## src/rtl/instruction_c_packer_pkg.sv

```systemverilog
// Shared RV32I / RVC encoding constants for the compressed-instruction packer.
// The optional load/store compression is enabled by defining RVC_LOADSTORE_EN.
package instruction_c_packer_pkg;

  localparam logic [6:0] OP_IMM = 7'b0010011;
  localparam logic [6:0] OP     = 7'b0110011;
  localparam logic [6:0] LOAD   = 7'b0000011;
  localparam logic [6:0] STORE  = 7'b0100011;

  localparam logic [2:0] F3_ADDI = 3'b000;
  localparam logic [2:0] F3_ADD  = 3'b000;
  localparam logic [2:0] F3_LW   = 3'b010;
  localparam logic [2:0] F3_SW   = 3'b010;

  localparam logic [1:0] RVC_Q0 = 2'b00;
  localparam logic [1:0] RVC_Q1 = 2'b01;
  localparam logic [1:0] RVC_Q2 = 2'b10;

  localparam logic [2:0] CF3_ADDI4SPN = 3'b000;
  localparam logic [2:0] CF3_ADDI     = 3'b000;
  localparam logic [2:0] CF3_LI       = 3'b010;
  localparam logic [2:0] CF3_LW       = 3'b010;
  localparam logic [2:0] CF3_SW       = 3'b110;
  localparam logic [3:0] CF4_MV       = 4'b1000;
  localparam logic [3:0] CF4_ADD      = 4'b1001;

  localparam logic [15:0] C_NOP = 16'h0001;

  // Packer states; r_state is also exported as oHALF.
  localparam logic [0:0] ST_EMPTY = 1'b0;
  localparam logic [0:0] ST_HALF  = 1'b1;

  // Registers reachable by the 3-bit RVC register fields (x8..x15).
  function automatic logic is_creg(input logic [4:0] r);
    return r[4:3] == 2'b01;
  endfunction

endpackage

```

## src/rtl/instruction_c_encoder.sv

```systemverilog
// Combinational RV32I -> RVC rewriter; oCOMP=1 when oCODE holds a valid 16-bit form.
// Loads/stores are only considered when RVC_LOADSTORE_EN is defined.
module instruction_c_encoder
  import instruction_c_packer_pkg::*;
(
  input  logic [31:0] iINSTR,
  output logic        oCOMP,
  output logic [15:0] oCODE
);

  logic [6:0]  w_opcode;
  logic [4:0]  w_rd;
  logic [2:0]  w_f3;
  logic [4:0]  w_rs1;
  logic [4:0]  w_rs2;
  logic [6:0]  w_f7;
  logic [11:0] w_imm_i;
  logic        w_is_addi;
  logic        w_is_add;
  logic        w_imm6_ok;
  logic        w_spn_ok;

  assign w_opcode = iINSTR[6:0];
  assign w_rd     = iINSTR[11:7];
  assign w_f3     = iINSTR[14:12];
  assign w_rs1    = iINSTR[19:15];
  assign w_rs2    = iINSTR[24:20];
  assign w_f7     = iINSTR[31:25];
  assign w_imm_i  = iINSTR[31:20];

  assign w_is_addi = (w_opcode == OP_IMM) && (w_f3 == F3_ADDI);
  assign w_is_add  = (w_opcode == OP) && (w_f3 == F3_ADD) && (w_f7 == 7'b0);
  // imm fits a signed 6-bit field when bits [11:5] are a pure sign extension
  assign w_imm6_ok = (w_imm_i[11:5] == 7'h00) || (w_imm_i[11:5] == 7'h7F);
  assign w_spn_ok  = (w_imm_i[11:10] == 2'b00) && (w_imm_i[1:0] == 2'b00) && (w_imm_i != 12'h0);

`ifdef RVC_LOADSTORE_EN
  logic [11:0] w_imm_s;
  logic        w_lw_ok;
  logic        w_sw_ok;

  assign w_imm_s = {iINSTR[31:25], iINSTR[11:7]};
  assign w_lw_ok = (w_opcode == LOAD) && (w_f3 == F3_LW) && is_creg(w_rd) && is_creg(w_rs1)
                   && (w_imm_i[11:7] == 5'b0) && (w_imm_i[1:0] == 2'b00);
  assign w_sw_ok = (w_opcode == STORE) && (w_f3 == F3_SW) && is_creg(w_rs2) && is_creg(w_rs1)
                   && (w_imm_s[11:7] == 5'b0) && (w_imm_s[1:0] == 2'b00);
`endif

  always_comb begin
    oCOMP = 1'b0;
    oCODE = 16'h0000;
    if (w_is_addi && (w_rs1 == 5'd0) && (w_rd != 5'd0) && w_imm6_ok) begin
      oCOMP = 1'b1;
      oCODE = {CF3_LI, w_imm_i[5], w_rd, w_imm_i[4:0], RVC_Q1};
    end else if (w_is_addi && (w_rs1 == w_rd) && (w_rd != 5'd0) && (w_imm_i != 12'h0) && w_imm6_ok) begin
      oCOMP = 1'b1;
      oCODE = {CF3_ADDI, w_imm_i[5], w_rd, w_imm_i[4:0], RVC_Q1};
    end else if (w_is_addi && (w_rs1 == 5'd2) && is_creg(w_rd) && w_spn_ok) begin
      oCOMP = 1'b1;
      oCODE = {CF3_ADDI4SPN, w_imm_i[5:4], w_imm_i[9:6], w_imm_i[2], w_imm_i[3], w_rd[2:0], RVC_Q0};
    end else if (w_is_add && (w_rs1 == 5'd0) && (w_rd != 5'd0) && (w_rs2 != 5'd0)) begin
      oCOMP = 1'b1;
      oCODE = {CF4_MV, w_rd, w_rs2, RVC_Q2};
    end else if (w_is_add && (w_rs1 == w_rd) && (w_rd != 5'd0) && (w_rs2 != 5'd0)) begin
      oCOMP = 1'b1;
      oCODE = {CF4_ADD, w_rd, w_rs2, RVC_Q2};
    end
`ifdef RVC_LOADSTORE_EN
    else if (w_lw_ok) begin
      oCOMP = 1'b1;
      oCODE = {CF3_LW, w_imm_i[5:3], w_rs1[2:0], w_imm_i[2], w_imm_i[6], w_rd[2:0], RVC_Q0};
    end else if (w_sw_ok) begin
      oCOMP = 1'b1;
      oCODE = {CF3_SW, w_imm_s[5:3], w_rs1[2:0], w_imm_s[2], w_imm_s[6], w_rs2[2:0], RVC_Q0};
    end
`endif
  end

endmodule

```

## src/rtl/instruction_c_packer.sv

```systemverilog
// Packs a stream of RV32I instructions, compressed where possible, into little-endian 32-bit words.
// Build option RVC_LOADSTORE_EN also compresses lw/sw (handled inside instruction_c_encoder).
//
// Handshakes: input beat transfers on a rising edge where iVALID && oREADY; output word
// transfers where oVALID && iREADY. oVALID/oWORD hold stable until that transfer.
module instruction_c_packer
  import instruction_c_packer_pkg::*;
#(
  parameter int CNT_W = 16
)
(
  input  logic             iCLK,
  input  logic             iRST,
  input  logic             iVALID,
  input  logic [31:0]      iINSTR,
  output logic             oREADY,
  input  logic             iFLUSH,
  output logic             oVALID,
  output logic [31:0]      oWORD,
  input  logic             iREADY,
  output logic             oHALF,
  output logic [CNT_W-1:0] oCCOUNT
);

  logic [0:0]       r_state;
  logic [15:0]      r_pend;
  logic             r_valid;
  logic [31:0]      r_word;
  logic [CNT_W-1:0] r_ccount;

  logic        w_comp;
  logic [15:0] w_code;
  logic        w_slot_free;
  logic        w_accept;
  logic        w_flush_fire;
  logic        w_load;

  instruction_c_encoder u_enc (
    .iINSTR (iINSTR),
    .oCOMP  (w_comp),
    .oCODE  (w_code)
  );

  assign w_slot_free  = !r_valid || iREADY;
  assign w_accept     = iVALID && w_slot_free && !iFLUSH;
  assign w_flush_fire = iFLUSH && w_slot_free && (r_state == ST_HALF);
  // Every accept produces a word except a compressed one arriving with nothing pending.
  assign w_load       = (w_accept && !((r_state == ST_EMPTY) && w_comp)) || w_flush_fire;

  always_ff @(posedge iCLK or posedge iRST) begin
    if (iRST) begin
      r_state <= ST_EMPTY;
      r_pend  <= 16'h0000;
      r_word  <= 32'h0000_0000;
    end else if (w_accept) begin
      if (r_state == ST_EMPTY) begin
        if (w_comp) begin
          r_pend  <= w_code;
          r_state <= ST_HALF;
        end else begin
          r_word <= iINSTR;
        end
      end else begin
        if (w_comp) begin
          r_word  <= {w_code, r_pend};
          r_state <= ST_EMPTY;
        end else begin
          r_word <= {iINSTR[15:0], r_pend};
          r_pend <= iINSTR[31:16];
        end
      end
    end else if (w_flush_fire) begin
      r_word  <= {C_NOP, r_pend};
      r_state <= ST_EMPTY;
    end
  end

  always_ff @(posedge iCLK or posedge iRST) begin
    if (iRST) begin
      r_valid <= 1'b0;
    end else if (w_load) begin
      r_valid <= 1'b1;
    end else if (iREADY) begin
      r_valid <= 1'b0;
    end
  end

  always_ff @(posedge iCLK or posedge iRST) begin
    if (iRST) begin
      r_ccount <= '0;
    end else if (w_accept && w_comp && (r_ccount != {CNT_W{1'b1}})) begin
      r_ccount <= r_ccount + 1'b1;
    end
  end

  assign oREADY  = w_slot_free && !iFLUSH;
  assign oVALID  = r_valid;
  assign oWORD   = r_word;
  assign oHALF   = (r_state == ST_HALF);
  assign oCCOUNT = r_ccount;

endmodule

```

## config.mk

```make
export PLATFORM = sky130hd
export DESIGN_NAME = instruction_c_packer
export DESIGN_NICKNAME = d
export VERILOG_FILES = /design/src/rtl/instruction_c_packer_pkg.sv /design/src/rtl/instruction_c_encoder.sv /design/src/rtl/instruction_c_packer.sv
export SDC_FILE = /design/constraint.sdc
export NUM_CORES = 1
export LEC_CHECK = 0
export CAP_MARGIN = 20
export CORE_MARGIN = 3
export CORE_UTILIZATION = 54
export DETAILED_ROUTE_END_ITERATION = 7
export GPL_TIMING_DRIVEN = 0
export HOLD_SLACK_MARGIN = 0.1
export PLACE_DENSITY = 0.85
export SYNTH_ARGS = -nofsm -noshare
export SYNTH_HDL_FRONTEND = slang
export SYNTH_SLANG_ARGS = --single-unit
```

## constraint.sdc

```tcl
create_clock -name iCLK -period 3.35 [get_ports iCLK]
set_input_delay 0.67 -clock iCLK [delete_from_list [all_inputs] [get_ports iCLK]]
set_output_delay 0.67 -clock iCLK [all_outputs]
set_load 0.03 [all_outputs]
```

==> run metrics, run 1 <==
status finished with violations; Worst EP arrival 3.60 ns; Max FO, Critical Path 9; die outline height 89.93 um; largest family of logic cells by synthesized area simple AND/OR/NAND/NOR gates; Yosys reg bits 66; post-synthesis sequential area ratio 0.4342; io pins 88; Slew headroom 0.5669; TNS Setup -0.01037 ns; power per cell area 463.6 nW/um^2; final hold slack 0.5011 ns; cells taking the most area after synthesis dfrtp_1, mux2_2, a21oi_1; Max rail drop VDD 0.0004573 V; initial core utilization 0.5792; Die ar. 8087 sq um; path depth of the worst reg2reg path 7; Seq pwr share 0.405; Leakage Power 2.269 nW; Setup crit end kind register; CTS tree yes; Die Wd 89.93 um; number of enable flip-flop cells after synthesis 0; failing checks negative setup slack; Gate power share 0.284; Sw Ratio 0.3262; Compound-Gate Fraction of Synth Area 0.1865; Final Hold Viols 0; vias in the first global route 3923; setup ws final -0.01037 ns; Mapped Area 3804 sq um; nets 543; Main synth FF type dfrtp_1; Slew @ Worst Pin 0.6490 ns; hpwl dp 9576 um; CTS buffer count 9; via count 3870; Worst Path Required 3.59 ns; Warnings, synthesis 0; drt wl/cell 21.84 um; Post-Synth Adder-Cell Area 0.006579; antenna violations before repair 0; Tightest Hold Check Type reg -> reg; Post-Synth Simple-Gate Area 0.1908; mean post-synth cell area 9.654 sq um; row count 29; DRC errors left 0; Min-Delay Endpoint r_pend[6]$_DFFE_PP0P_; fraction of registers with async set/reset 1.000; hold path depth 1; kind of critical path in -> reg; area share of the largest cell type after synthesis 0.4342; # H-tree levels 3; pin count of the biggest net entering global routing 45; Post-Synth XOR/XNOR Area 0.04375; RePlAce Congestion 0.9731; Final Util 0.7994; max cap viols 0; FMAX 0.2976 GHz; Clock Latency Late Sink 0.36 ns; Worst Skew 0.008614 ns; Area Growth Syn to Fin 38.03%; first-pass GRT wire length 20680 um; layout cell share with drive strength beyond 1 0.2102; clk buf depth 2; Clk pin slew, worst setup/hold paths 0.08 ns; I/O Buffers 83; worst r2r dst oWORD[0]$_DFFE_PP0P_; Post-Route WL 13150 um; post-synthesis mux area share 0.1033; antenna cell count 0; post-route antenna net violation count 0; Internal Pwr Total 0.001640 W; Mapped Nets 433; most frequent cells after synthesis dfrtp_1, nand2_1, a21oi_1; count of pins over their slew limit 0; core footprint 6568 sq um; GRT Util Overall 0.3265; Overflow after GRT 0; Final min period 3.360 ns; Vias per Instance 6.429; root buffer cell clkbuf_8; post-synthesis cell type count 53; Sink Count 66; DRT Pass-1 Iters 5; # setup viols final 1; Mapped Cells 394; period utilization 1.003; Worst R2R Setup Slack 0.62 ns; Sw Pwr 0.0007940 W; clock power share 0.311; FF-to-FF Start oVALID$_DFFE_PP0P_; initial DRC count 346; startpoint types input pin; top-count cell post-synth dfrtp_1; Worst Hold Launch r_pend[6]$_DFFE_PP0P_; leading area contributor after synthesis dfrtp_1
## power groups by stage
stage	Sequential [W]	Combinational [W]	Clock (W)
CTS	0.000982	0.000691	0.000751
detailed placement	0.000997	0.000685	0
floorplan	0.00116	0.000209	0
global placement	0.000986	0.000669	0
finish	0.000986	0.000692	0.000756
global route	0.000996	0.000729	0.000791
## timing repair
action,in CTS,in global routing
hold buffers,0,0
setup endpoints to repair,57,33
buffers inserted,10,5
gates resized for setup,36,26
pin swaps,12,7
## flip-flops by register name, indices dropped and copies added (netlist names)
register,flops
oWORD,32
oCCOUNT,16
oHALF,1
oVALID,1
r_pend,16
## metrics by stage
step	instance area (sq um)	power [W]	setup WS, ns	std cells
finish	5250	0.002434	-0.01037	602
global route	5250	0.002516	-0.07520	602
CTS	5176	0.002425	0.003163	597
detailed placement	4818	0.001682	-1.111	571
global placement	4798	0.001655	-1.077	570
floorplan	3851	0.001364	-0.01475	394
## worst max path at each step
stage          startpoint                     end  slack (ns)
5_1_grt        iINSTR[13]  r_pend[10]$_DFFE_PP0P_       -0.08
4_1_cts        iINSTR[19]  r_pend[10]$_DFFE_PP0P_       0.003
6_report       iINSTR[30]  r_pend[10]$_DFFE_PP0P_       -0.01
3_5_place_dp    iINSTR[6]   r_pend[6]$_DFFE_PP0P_       -1.11
2_1_floorplan  iINSTR[31]   r_pend[8]$_DFFE_PP0P_       -0.01
3_3_place_gp   iINSTR[21]   r_pend[6]$_DFFE_PP0P_       -1.08
## layout by cell type (no fill, tap or decap), types with 4 or more instances in the layout
cell type / netlist / layout
buf_2: 4 / 7
inv_1: 13 / 12
nand3_1: 11 / 11
nor3_1: 10 / 9
clkbuf_1: 15 / 12
a211o_1: 4 / 4
a221o_1: 11 / 11
nor2_1: 31 / 29
o21ai_0: 21 / 19
nand2_1: 37 / 35
o211ai_1: 7 / 7
clkbuf_8: 0 / 10
dfrtp_1: 66 / 66
a21oi_1: 35 / 33
mux2_2: 34 / 34
clkdlybuf4s50_1: 0 / 64
xnor2_1: 11 / 11
xor2_1: 8 / 8
nor4_4: 1 / 4
or4_4: 1 / 5
buf_4: 1 / 16
nand2b_1: 4 / 4
dlymetal6s2s_1: 0 / 10
or4_1: 12 / 8
nand4_1: 8 / 8
## metal layers
layer / GRT usage / share of wire / wire, um / vias up
met1: 0.4308 / 0.39 / 5178 / 1864
met5: 0.01282 / 0 / 0 / -
met4: 0.1862 / 0.044 / 578 / 0
met3: 0.08097 / 0.099 / 1296 / 64
li1: - / - / - / 1682
met2: 0.4900 / 0.46 / 6094 / 260
## worst max-delay path, stage by stage
cell	delay, ns
buf_2	0.15
or4_4	0.58
or4_4	0.45
o211ai_1	0.30
a21boi_4	0.25
inv_1	0.06
ha_1	0.28
clkbuf_8	0.17
nor2_4	0.24
nand2_4	0.14
a21oi_1	0.21
a21oi_1	0.09
## area by class of cell
type | count | area [sq um]
flip-flops and latches | 66 | 1652
multi-input cells | 295 | 2146
well taps | 93 | 116.4
repair buffers | 99 | 954.7
fillers | 454 | 1318
inverters | 13 | 48.80
clock inverters | 7 | 93.84
plain buffers | 20 | 115.1
clock buffers | 9 | 123.9
## cells by family (layout without fill, tap and decap cells)
group,after synthesis,in the layout
xor gates and xnor gates,19,19
AOI/OAI and AO/OA,103,103
DFF,66,66
adders and majority gates,2,2
buffers and inverters,33,148
muxes,35,35
and+or+nand+nor,136,136
No activity file was read; power rests on OpenSTA's default activity.
==> run 2, diff against run 1 <==
--- a/config.mk
+++ b/config.mk
@@ -5,7 +5,6 @@
 export SDC_FILE = /design/constraint.sdc
 export NUM_CORES = 1
 export LEC_CHECK = 0
-export CAP_MARGIN = 20
 export CORE_MARGIN = 3
 export CORE_UTILIZATION = 54
 export DETAILED_ROUTE_END_ITERATION = 7
==> run 2 against run 1 <==
The run still ends with negative setup slack left. Count of clock-buffer cells in the layout did not move. Critical path depth did not move. Largest power group unchanged. Combinational power barely moved.
==> run metrics, run 2 (synthesis gave the netlist of run 1 again) <==
period utilization 1.003 (unchanged); Max rail drop VDD 0.0004573 V (unchanged); cell breakdown of the critical path buf_2, or4_4, or4_4, o211ai_1, a21boi_4, inv_1, ha_1, clkbuf_8, nor2_4, nand2_4, a21oi_1, a21oi_1; Die Wd 89.93 um (unchanged); root buffer cell clkbuf_8; nets 543 (unchanged); Internal Pwr Total 0.001640 W (unchanged); hpwl dp 9576 um (unchanged); I/O Buffers 83 (unchanged); clock power share 0.311 (about the same); # setup viols final 1 (unchanged); FMAX 0.2976 GHz (unchanged); Final Util 0.7994 (unchanged); setup ws final -0.01037 ns (unchanged); Tightest Hold Check Type reg -> reg; first-pass GRT wire length 20680 um (unchanged); DRC errors left 0 (unchanged); Worst EP arrival 3.60 ns (about the same); CTS buffer count 9 (unchanged); Leakage Power 2.269 nW (unchanged); Post-Route WL 13150 um (unchanged); Buf+Inv Stages, Crit Path 3 (unchanged); Final Hold Viols 0 (unchanged); Area Growth Syn to Fin 38.03% (unchanged); FILL cells 454 (unchanged); drt wl/cell 21.84 um (unchanged); Min-Delay Endpoint r_pend[6]$_DFFE_PP0P_; DRT Pass-1 Iters 5 (unchanged); hold path depth 1 (unchanged); Sw Pwr 0.0007940 W (unchanged); Max stage delay cell, worst path or4_4; Vias per Instance 6.429 (unchanged); post-route antenna net violation count 0 (unchanged); startpoint types input pin; vias in the first global route 3923 (unchanged); Sink Count 66 (unchanged); antenna cell count 0 (unchanged); via count 3870 (unchanged); failing checks negative setup slack; Max FO, Critical Path 9 (unchanged); RePlAce Congestion 0.9731 (unchanged); Slew @ Worst Pin 0.6490 ns (unchanged); Worst R2R Setup Slack 0.62 ns (about the same); Largest stage delay, worst path 0.58 ns (about the same); Overflow after GRT 0 (unchanged); core footprint 6568 sq um (unchanged); Slew headroom 0.5669 (unchanged); Worst Path Required 3.59 ns (about the same); max cap viols 0 (unchanged); Clk pin slew, worst setup/hold paths 0.08 ns (about the same); most common cell after layout, fill and taps aside dfrtp_1; Final min period 3.360 ns (unchanged); Clock Latency Late Sink 0.36 ns (about the same); FF-to-FF Start oVALID$_DFFE_PP0P_; die outline height 89.93 um (unchanged); row count 29 (unchanged); path depth of the worst reg2reg path 7 (unchanged); power per cell area 463.6 nW/um^2 (unchanged); initial core utilization 0.5792 (unchanged); Die ar. 8087 sq um (unchanged); GRT Util Overall 0.3265 (unchanged); count of pins over their slew limit 0 (unchanged); Sw Ratio 0.3262 (unchanged); Gate power share 0.284 (about the same); Setup crit end kind register; dpl cells 571 (unchanged); Post-CTS Hold Fix Bufs 0 (unchanged); Worst Skew 0.008614 ns (unchanged); CTS tree yes; final cell count without fillers 602 (unchanged); clk buf depth 2 (unchanged); Seq pwr share 0.405 (about the same); TNS Setup -0.01037 ns (unchanged); io pins 88 (unchanged); worst r2r dst oWORD[0]$_DFFE_PP0P_; initial DRC count 346 (unchanged); most frequent cells in the layout dfrtp_1, clkdlybuf4s50_1, nand2_1; kind of critical path in -> reg; top cell family by delay on the critical path simple AND/OR/NAND/NOR gates; pin count of the biggest net entering global routing 45 (unchanged); Worst Hold Launch r_pend[6]$_DFFE_PP0P_; status finished with violations; # H-tree levels 3 (unchanged); antenna violations before repair 0 (unchanged); layout cell share with drive strength beyond 1 0.2102 (unchanged); Largest register FFs 32 (unchanged)
## run 2: cell counts in the layout (fill, tap and decap cells not counted)
No cell type changed its count.
## run 2: power groups by stage
stage	sequential, W	clock [W]	combinational [W]
after floorplan	0.00116	0	0.000209
after global placement	0.000986	0	0.000669
after detailed placement	0.000997	0	0.000685
after CTS	0.000982	0.000751	0.000691
after global routing	0.000996	0.000791	0.000729
final	0.000986	0.000756	0.000692
## run 2: cell type report
| type | instances | area [sq um] | share of cell area |
|---|---|---|---|
| buffer | 20 | 115.1 | 0.02193 |
| clock buffer | 9 | 123.9 | 0.02359 |
| clock inverter | 7 | 93.84 | 0.01787 |
| inverter | 13 | 48.80 | 0.009295 |
| multi-input combinational | 295 | 2146 | 0.4087 |
| sequential | 66 | 1652 | 0.3146 |
| tap | 93 | 116.4 | 0.02216 |
| timing repair buffer | 99 | 954.7 | 0.1818 |
## run 2: layer usage
metal	vias to the layer above	part of all wire	global-route usage
met5	-	0	0.01282
met4	0	0.044	0.1862
met3	64	0.099	0.08097
met2	260	0.46	0.4900
met1	1864	0.39	0.4308
li1	1682	-	-
## run 2: timing repair
| action | CTS | global route |
|---|---|---|
| gates resized for setup | 36 | 26 |
| cloned | 0 | 0 |
| hold endpoints to repair | 0 | 0 |
| pin swaps | 12 | 7 |
| setup buffers | 10 | 5 |
| setup endpoints to repair | 57 | 33 |
## run 2: stage by stage
stage	total power, W	worst slack [ns]	instance area, sq um	hold slack, ns
after floorplan	0.001364	-0.01475	3851	0.4601
after CTS	0.002425	0.003163	5176	0.4983
final	0.002434	-0.01037	5250	0.5011
after detailed placement	0.001682	-1.111	4818	0.4801
after global placement	0.001655	-1.077	4798	0.4776
after global routing	0.002516	-0.07520	5250	0.5237
## run 2: worst max-delay path by stage
stage | from | to | slack [ns] | depth (start not counted)
floorplan | iINSTR[31] | r_pend[8]$_DFFE_PP0P_ | -0.01 | 12
global placement | iINSTR[21] | r_pend[6]$_DFFE_PP0P_ | -1.08 | 14
detailed placement | iINSTR[6] | r_pend[6]$_DFFE_PP0P_ | -1.11 | 13
CTS | iINSTR[19] | r_pend[10]$_DFFE_PP0P_ | 0.003 | 13
global route | iINSTR[13] | r_pend[10]$_DFFE_PP0P_ | -0.08 | 13
finish | iINSTR[30] | r_pend[10]$_DFFE_PP0P_ | -0.01 | 12
